==> config.mk <==
export PLATFORM = sky130hd
export DESIGN_NAME = timer_sequencer
export DESIGN_NICKNAME = d
export VERILOG_FILES = /design/src/rtl/timer_sequencer.sv
export SDC_FILE = /design/constraint.sdc
export NUM_CORES = 1
export LEC_CHECK = 0
export BUFFER_PORTS_ARGS = -buffer_cell sky130_fd_sc_hd__buf_4
export CAP_MARGIN = 20
export CORE_ASPECT_RATIO = 1.5
export CORE_MARGIN = 2
export CORE_UTILIZATION = 35
export DETAILED_ROUTE_END_ITERATION = 12
export GPL_TIMING_DRIVEN = 0
export PLACE_DENSITY_LB_ADDON = 0.3
export SYNTH_ARGS = -nofsm -noshare
export SYNTH_HDL_FRONTEND = slang
export SYNTH_SLANG_ARGS = --single-unit
==> constraint.sdc <==
create_clock -name clock -period 2.9 [get_ports clock]
set_input_delay 0.29 -clock clock [delete_from_list [all_inputs] [get_ports clock]]
set_output_delay 0.29 -clock clock [all_outputs]
set_load 0.01 [all_outputs]
==> src/rtl/timer_sequencer.sv <==
// Microwave-style countdown sequencer: BCD M:SS keypad entry, tick-driven countdown, run/pause/done control.
// Optional beeper on completion is built only when TIMER_SEQUENCER_BEEP_EN is defined.
module timer_sequencer #(
  parameter int BEEP_CYCLES = 300
) (
  input  logic       clock,
  input  logic       reset_n,
  input  logic       tick,
  input  logic       key_valid,
  input  logic [3:0] key_digit,
  input  logic       start,
  input  logic       stop,
  input  logic       door_closed,
  output logic [3:0] min_ones,
  output logic [3:0] sec_tens,
  output logic [3:0] sec_ones,
  output logic       running,
  output logic       done,
  output logic       div_en,
  output logic       beep
);

  typedef enum logic [1:0] {IDLE, RUN, PAUSE, DONE} state_t;

  state_t      state, state_n;
  logic [11:0] digits, digits_n, digits_dec;
  logic        tick_p0, tick_p1, tick_p2;
  logic        vld_p0, vld_p1, vld_p2;
  logic        tick_edge;

  // One BCD second off M:SS; a tens digit above 5 simply counts down like any other.
  function automatic logic [11:0] bcd_dec(input logic [11:0] t);
    logic [3:0] m, st, so;
    m  = t[11:8];
    st = t[7:4];
    so = t[3:0];
    if (so != 4'd0) begin
      so = so - 4'd1;
    end else if (st != 4'd0) begin
      st = st - 4'd1;
      so = 4'd9;
    end else if (m != 4'd0) begin
      m  = m - 4'd1;
      st = 4'd5;
      so = 4'd9;
    end
    return {m, st, so};
  endfunction

  // Stage p0/p1: synchronizer; p2: edge-detect history. vld_p2 marks p2 as a real sample,
  // so a tick already high at reset release is never mistaken for a rising edge.
  always_ff @(posedge clock or negedge reset_n) begin
    if (!reset_n) begin
      tick_p0 <= 1'b0;
      tick_p1 <= 1'b0;
      tick_p2 <= 1'b0;
      vld_p0  <= 1'b0;
      vld_p1  <= 1'b0;
      vld_p2  <= 1'b0;
    end else begin
      tick_p0 <= tick;
      tick_p1 <= tick_p0;
      tick_p2 <= tick_p1;
      vld_p0  <= 1'b1;
      vld_p1  <= vld_p0;
      vld_p2  <= vld_p1;
    end
  end

  assign tick_edge  = tick_p1 & ~tick_p2 & vld_p2;
  assign digits_dec = bcd_dec(digits);

  always_comb begin
    state_n  = state;
    digits_n = digits;
    unique case (state)
      IDLE: begin
        if (stop) begin
          digits_n = 12'h000;
        end else if (start && door_closed && (digits != 12'h000)) begin
          state_n = RUN;
        end else if (key_valid && (key_digit <= 4'd9)) begin
          digits_n = {digits[7:0], key_digit};
        end
      end
      RUN: begin
        if (stop || !door_closed) begin
          state_n = PAUSE;
        end else if (tick_edge) begin
          digits_n = digits_dec;
          if (digits_dec == 12'h000) state_n = DONE;
        end
      end
      PAUSE: begin
        if (stop) begin
          state_n  = IDLE;
          digits_n = 12'h000;
        end else if (start && door_closed) begin
          state_n = RUN;
        end
      end
      DONE: begin
        if (start || stop || key_valid) begin
          state_n  = IDLE;
          digits_n = 12'h000;
        end
      end
      default: begin
        state_n  = IDLE;
        digits_n = 12'h000;
      end
    endcase
  end

  always_ff @(posedge clock or negedge reset_n) begin
    if (!reset_n) begin
      state  <= IDLE;
      digits <= 12'h000;
      div_en <= 1'b0;
    end else begin
      state  <= state_n;
      digits <= digits_n;
      div_en <= (state_n == RUN);
    end
  end

  assign min_ones = digits[11:8];
  assign sec_tens = digits[7:4];
  assign sec_ones = digits[3:0];
  assign running  = (state == RUN);
  assign done     = (state == DONE);

`ifdef TIMER_SEQUENCER_BEEP_EN
  localparam int BW = $clog2(BEEP_CYCLES + 1);

  logic [BW-1:0] beep_cnt;
  logic          beep_q;

  // Beep rises with DONE and holds for BEEP_CYCLES clocks, cut short if DONE is left.
  always_ff @(posedge clock or negedge reset_n) begin
    if (!reset_n) begin
      beep_q   <= 1'b0;
      beep_cnt <= '0;
    end else if ((state_n == DONE) && (state != DONE)) begin
      beep_q   <= 1'b1;
      beep_cnt <= BW'(BEEP_CYCLES - 1);
    end else if (state_n != DONE) begin
      beep_q <= 1'b0;
    end else if (beep_cnt != '0) begin
      beep_cnt <= beep_cnt - 1'b1;
    end else begin
      beep_q <= 1'b0;
    end
  end

  assign beep = beep_q;
`else
  // Constant 0; referencing the parameter keeps it meaningful in this build.
  assign beep = (BEEP_CYCLES < 0);
`endif

endmodule
==> impl_results.md, run 1 <==
* Max-cap violations at 0
* Clk pin slew, worst setup/hold paths at ~0.090 ns
* Asr flop ratio synth at 1.00
* Die X at roughly 57 um
* WS Path Type: reg2reg
* Worst setup SP type: flip-flop
* Setup WS pre-CTS at between 0.3 and 0.4 ns
* Clk sinks at 21
* Synth Area in XOR/XNOR at 0
* First-pass GRT wire length at 6.90 mm
* Net Sw Frac at 0.491
* HPWL after DPL at 2.88 mm
* Layout cells sized above 1 at 0.246
* Main combinational cell family by area after synthesis: compound AO/OA/AOI/OAI gates
* Initial antenna violation count at 0
* GPL Wtd Cong at roughly 0.83
* P_sw at around 0.94 mW
* NumNets Final at 207
* Synth Area in Simple Gates at 0.194
* Slew headroom at 0.548
* Reg2reg setup slack at 0.30 ns
* Most frequent cells in the layout: 26 x buf_4, 21 x dfrtp_1, 14 x o21ai_1
* Syn Inst Count at between 150 and 200
* Combinational power share at 0.619
* Measured slew at the worst slew-check pin at about 0.68 ns
* Setup Buffers After CTS at 0
* Vias per Instance at between 5 and 6
* Synth Flop Type: dfrtp_1
* GRT Residual Overflow at 0
* Final setup margin at 0.300 ns
* CTS tree: yes
* Reg-to-reg critical path startpoint: digits[0]
* Worst path required time at slightly above 3 ns
* LEAKAGE at around 0.76 nW
* Worst reg2reg path depth at 8
* Hold Path Sink: tick_p0
* Crit Path Max Fanout at 10
* Final hold violations at 0
* Critical Path End Type: flip-flop
* Full die area at approximately 4700 sq um
* Drt pass-1 iters at 4
* Synth unique cells at between 50 and 60
* Pint at roughly 0.97 mW
* R2R Path End: digits[4]
* Clk pwr share at 0.112
* Layout area overhead at 20.7%
* Sequential share of the synthesized area at 0.360
* Core footprint at 3990 sq um
* RSZ-0062 raised after global routing: no
* Post-Syn Area per Cell at between 9 and 10 sq um
* Synth warnings at 0
* Cells on Worst Hold Path at 1
* Drt wl/cell at 17.1 um
* Slew Viols, Final at 0
* Initial core utilization at 0.366
* Mux contribution to synthesized area at 0.0291
* Residual DRC at 0
* Vias at about 1400
* Hold WC Path Type: in2reg
* Largest net degree at the start of global routing at 22
* Post-synth EDFFs at 0
* Core Rows at 28
* Worst-skew pair later-pin latency at around 0.27 ns
* Tcrit/Tclk final at 0.896
* Tmin final at roughly 2.6 ns
* Clock buffer depth at 2
* Synth Area in Adders at 0.0342
* # port buffers at 25
* WP data arrival at ~2.8 ns
* Gr usage total at 0.181
* Routed Antenna Nets at 0
* Total negative slack at 0 ns
* Clock Tree Root: clkbuf_8
* Hold Crit Start: tick
* Post-Route WL at 4.03 mm
* Synth Area in Compound Gates at 0.303
* Iteration-0 DRC Markers at 47
* Peak VDD IR at 512 uV
* Final setup viols at 0
* CTS H-tree depth at 1
* Synth Net Count at between 150 and 200
* TritonCTS Buffers at 3
* Netlist Area Pre-Place at roughly 1500 sq um
* Sequential Power Share at 0.269
* Most common cell after layout, fill and taps aside: buf_4
* Max Fclk at approximately 380 MHz
* ANT cells at 0
* Status: complete, no violations
* Die Y at ~83 um
* Worst clock skew at 0.00263 ns
* Cell Pwr Density at between 1000 and 1500 nW/um^2
* Vias in the first global route at 1517
* # IOs at 27
* Synthesized flop and latch total at 21
-- cells by family (layout without fill, tap and decap cells) --
family | Yosys count | in the layout
compound gates | 63 | 63
fa+ha+maj | 4 | 4
simple gates | 46 | 46
mux | 4 | 4
buf+inv | 21 | 51
other cells | 2 | 2
flops | 21 | 21
-- synth_stat cells (2+ instances only) --
cell type	count	area, sq um
o21ai_1	14	70.1
and2_1	2	12.5
nand4_1	2	12.5
or3b_2	2	17.5
nor2_1	7	26.3
nor3_1	5	25.0
nand2_1	7	26.3
a32oi_1	5	43.8
nor3b_1	2	15.0
a21oi_1	11	55.1
mux2i_1	2	20.0
ha_1	4	50.1
o21ai_0	5	25.0
nand2b_1	4	25.0
o22ai_1	3	18.8
buf_6	3	33.8
nand3_1	3	15.0
inv_1	11	41.3
a2bb2oi_1	3	26.3
nor3b_2	2	25.0
o31ai_1	2	15.0
buf_2	3	15.0
mux2_1	2	22.5
clkbuf_1	2	7.51
nor3_2	2	20.0
a22oi_1	3	22.5
o211ai_1	2	15.0
or2_1	2	12.5
dfrtp_1	21	526
conb_1	2	7.51
-- per-layer routing --
metal	part of all wire	track usage
met5	0	0
met1	0.42	0.214
met4	0.024	0.0930
met2	0.51	0.301
met3	0.048	0.0421
-- power by group through the flow --
| stage | clock (mW) | sequential [mW] | combinational [mW] |
|---|---|---|---|
| finish | 0.214 | 0.513 | 1.18 |
| global route | 0.230 | 0.528 | 1.31 |
| CTS | 0.217 | 0.514 | 1.16 |
| detailed placement | 0 | 0.519 | 1.15 |
| global placement | 0 | 0.520 | 1.14 |
| floorplan | 0 | 0.512 | 0.795 |
-- stage by stage --
stage                     power, mW  hold slack (ns)   util  instances  cell area (sq um)
after floorplan                1.31         -0.00559      -        161               1460
after detailed placement       1.67            0.195  0.427        231               1710
after global routing           2.06            0.109  0.442        236               1760
after global placement         1.66            0.191  0.427        231               1710
final                          1.90            0.116  0.442        236               1760
after CTS                      1.89            0.118  0.442        236               1760
-- repair_timing --
action | in CTS | in global routing
gates resized for setup | 0 | 0
hold buffers | 1 | 0
endpoints found under the hold margin | 21 | 0
setup endpoints to repair | 0 | 0
-- state kept, by name, indices dropped and copies added (netlist names) --
name / count
digits: 12
state: 2
div_en: 1
tick_p0: 1
tick_p1: 1
tick_p2: 1
vld_p0: 1
vld_p1: 1
vld_p2: 1
-- worst max-delay path by stage --
stage / start / cells after the start / to
after floorplan: digits[0] / 8 / digits[4]
after global placement: digits[0] / 8 / digits[4]
final: digits[0] / 8 / digits[4]
after CTS: digits[0] / 8 / digits[4]
after global routing: digits[0] / 8 / digits[4]
after detailed placement: digits[0] / 8 / digits[4]
-- worst max-delay path, stage by stage, from the launching register on --
cell and delay (ns):
dfrtp_1 0.48, inv_1 0.18, ha_1 0.27, or3b_1 0.35, buf_2 0.17, o311a_4 0.40, buf_6 0.15, a2111oi_2 0.39
a21oi_1 0.08
-- cell type report --
| cell class | instances | area, sq um |
|---|---|---|
| sequential | 21 | 526 |
| clock buffer | 3 | 41.3 |
| inverter | 12 | 45.0 |
| buffer | 9 | 63.8 |
| tap | 45 | 56.3 |
| timing repair buffer | 26 | 198 |
| clock inverter | 1 | 7.51 |
| fill | 410 | 2230 |
| multi-input combinational | 119 | 827 |
Note: power is estimated with default switching activity, not from simulation.
==> run 2: changes to the inputs <==
Settings changed: CORE_UTILIZATION 35 to 40.
Clock period 2.9 ns to 2.7 ns, I/O delays scaled along.
==> impl_results.md, run 2 (synthesis gave the netlist of run 1 again) <==
* Residual DRC at 0 (unchanged)
* NumNets Final at 207 (unchanged)
* Clock buffer depth at 2 (unchanged)
* Critical Path End Type: flip-flop (unchanged)
* Critical Path Start: digits[1] (was digits[0])
* Slew headroom at 0.569 (was 0.548)
* Critical Path, Cell by Cell: inv_1 > ha_2 > or3b_1 > buf_2 > o311a_4 > buf_6 > a2111oi_2 > a21oi_1 (was inv_1 > ha_1 > or3b_1 > buf_2 > o311a_4 > buf_6 > a2111oi_2 > a21oi_1)
* Gr usage total at 0.219 (was 0.181)
* Cell Pwr Density at 1160 nW/um^2 (was 1080 nW/um^2)
* Hold Slack at 0.110 ns (was 0.116 ns)
* Tcrit/Tclk final at 0.936 (was 0.896)
* Max reg flops at 12 (unchanged)
* Status: complete, no violations (unchanged)
* Hold Crit Start: tick (unchanged)
* Core Rows at 26 (was 28)
* Post-Route WL at 4.13 mm (was 4.03 mm)
* Measured slew at the worst slew-check pin at 0.644 ns (was 0.675 ns)
* Worst clock skew at 0.00523 ns (was 0.00263 ns)
* Routed Antenna Nets at 0 (unchanged)
* Crit path largest cell delay at 0.47 ns (was 0.48 ns)
* Core footprint at 3450 sq um (was 3990 sq um)
* Slew Viols, Final at 0 (unchanged)
* Crit Path Max Fanout at 10 (unchanged)
* Most common cell after layout, fill and taps aside: buf_4 (unchanged)
* Initial antenna violation count at 0 (unchanged)
* Die Y at 78.0 um (was 83.1 um)
* Peak VDD IR at 518 uV (was 512 uV)
* # port buffers at 25 (unchanged)
* Tmin final at 2.53 ns (was 2.60 ns)
* Layout cells sized above 1 at 0.251 (was 0.246)
* Worst path required time at 2.84 ns (was 3.05 ns)
* Most flop-heavy register: digits (unchanged)
* GRT Residual Overflow at 0 (unchanged)
* RSZ-0062 raised after global routing: no (unchanged)
* Vias per Instance at 6.08 (was 5.94)
* GPL Wtd Cong at 0.887 (was 0.831)
* Critical path's slowest cell: dfrtp_1 (unchanged)
* Vias in the first global route at 1421 (was 1517)
* Layout area overhead at 20.4% (was 20.7%)
* CTS H-tree depth at 1 (unchanged)
* Biggest regs: digits: 12 flops, state: 2 flops (unchanged)
* Drt wl/cell at 17.7 um (was 17.1 um)
* Clk pin slew, worst setup/hold paths at 0.08 ns (was 0.09 ns)
* Hold WC Path Type: in2reg (unchanged)
* # IOs at 27 (unchanged)
* Iteration-0 DRC Markers at 40 (was 47)
* Met1 usage at 0.273 (was 0.214)
* Initial core utilization at 0.424 (was 0.366)
* Met2 usage at 0.375 (was 0.301)
* Overall power at 2.04 mW (was 1.90 mW)
* Reg-to-reg critical path startpoint: digits[1] (was digits[0])
* Drt pass-1 iters at 4 (unchanged)
* WS Path Type: reg2reg (unchanged)
* Layer with the highest usage: met2 (unchanged)
* Max Fclk at 396 MHz (was 385 MHz)
* ANT cells at 0 (unchanged)
* Worst-skew pair later-pin latency at 0.26 ns (was 0.27 ns)
* Total negative slack at 0 ns (unchanged)
* First-pass GRT wire length at 6.86 mm (was 6.90 mm)
* Most frequent cells in the layout: 26 x buf_4, 21 x dfrtp_1, 14 x o21ai_1 (unchanged)
* Final setup viols at 0 (unchanged)
* Vias at 1417 (was 1403)
* Final hold violations at 0 (unchanged)
* Largest net degree at the start of global routing at 22 (unchanged)
* Routing usage on met3 at 0.0285 (was 0.0421)
* CTS tree: yes (unchanged)
* Setup Buffers After CTS at 0 (unchanged)
* HPWL after DPL at 3.00 mm (was 2.88 mm)
* Clock Tree Root: clkbuf_8 (unchanged)
* LEAKAGE at 0.758 nW (was 0.759 nW)
* Die X at 53.4 um (was 56.8 um)
* TritonCTS Buffers at 3 (unchanged)
* Worst setup SP type: flip-flop (unchanged)
* WP data arrival at 2.67 ns (was 2.75 ns)
* Fill cells at 340 (was 410)
* Clk sinks at 21 (unchanged)
* Full die area at 4160 sq um (was 4720 sq um)
* Max-cap violations at 0 (unchanged)
## run 2: cell types whose count changed in the layout (fill, tap and decap cells not counted), sizes merged
cell and delta:
clkbuf +1, clkinvlp -1
## run 2: path summary, 6_finish.rpt
path	to	slack, ns	cells after the start
setup / recovery	digits[4]	0.17	8
setup reg to reg	digits[4]	0.17	8
max in group asynchronous	digits[0]	2.05	2
hold / removal	tick_p0	0.11	1
hold reg to reg	vld_p2	0.36	0
min in group asynchronous	digits[9]	0.42	2
## run 2: critical path: cells and delay by family, from the launching register on
family / cells / cell delay (ns)
AO/OA/AOI/OAI: 3 / 0.85
buffers and inverters: 3 / 0.50
flip-flops: 1 / 0.47
AND/OR/NAND/NOR: 1 / 0.35
adder cells (fa/ha/maj): 1 / 0.24
## run 2: through the flow
step	setup WS [ns]	cell area (sq um)	util	cells
2_1_floorplan	0.373	1460	-	161
3_3_place_gp	0.159	1700	0.493	228
3_5_place_dp	0.134	1700	0.493	228
4_1_cts	0.118	1760	0.509	233
5_1_grt	0.0189	1760	0.510	233
6_report	0.172	1760	0.510	233
## run 2: timing repair
action | 4_1_cts | 5_1_grt
hold endpoints to repair | 21 | 0
resized for setup | 0 | 2
setup endpoints to repair | 0 | 1
hold buffers | 1 | 0
## run 2: metal layers
metal	vias up	routed length, um
met3	13	208
met4	0	104
li1	673	-
met5	-	0
met2	50	2170
met1	681	1650
## run 2: final cells by class
type,instances,area (sq um),share of cell area
buffer,9,63.8,0.0363
timing repair buffer,26,198,0.112
sequential,21,526,0.299
clock buffer,4,45.0,0.0256
tap,42,52.6,0.0299
inverter,12,45.0,0.0256
multi-input combinational,119,830,0.472
## run 2: report_power, final
group	internal, mW	switching [mW]
logic	0.540	0.732
clock network	0.105	0.107
registers	0.400	0.153
total	1.05	0.993
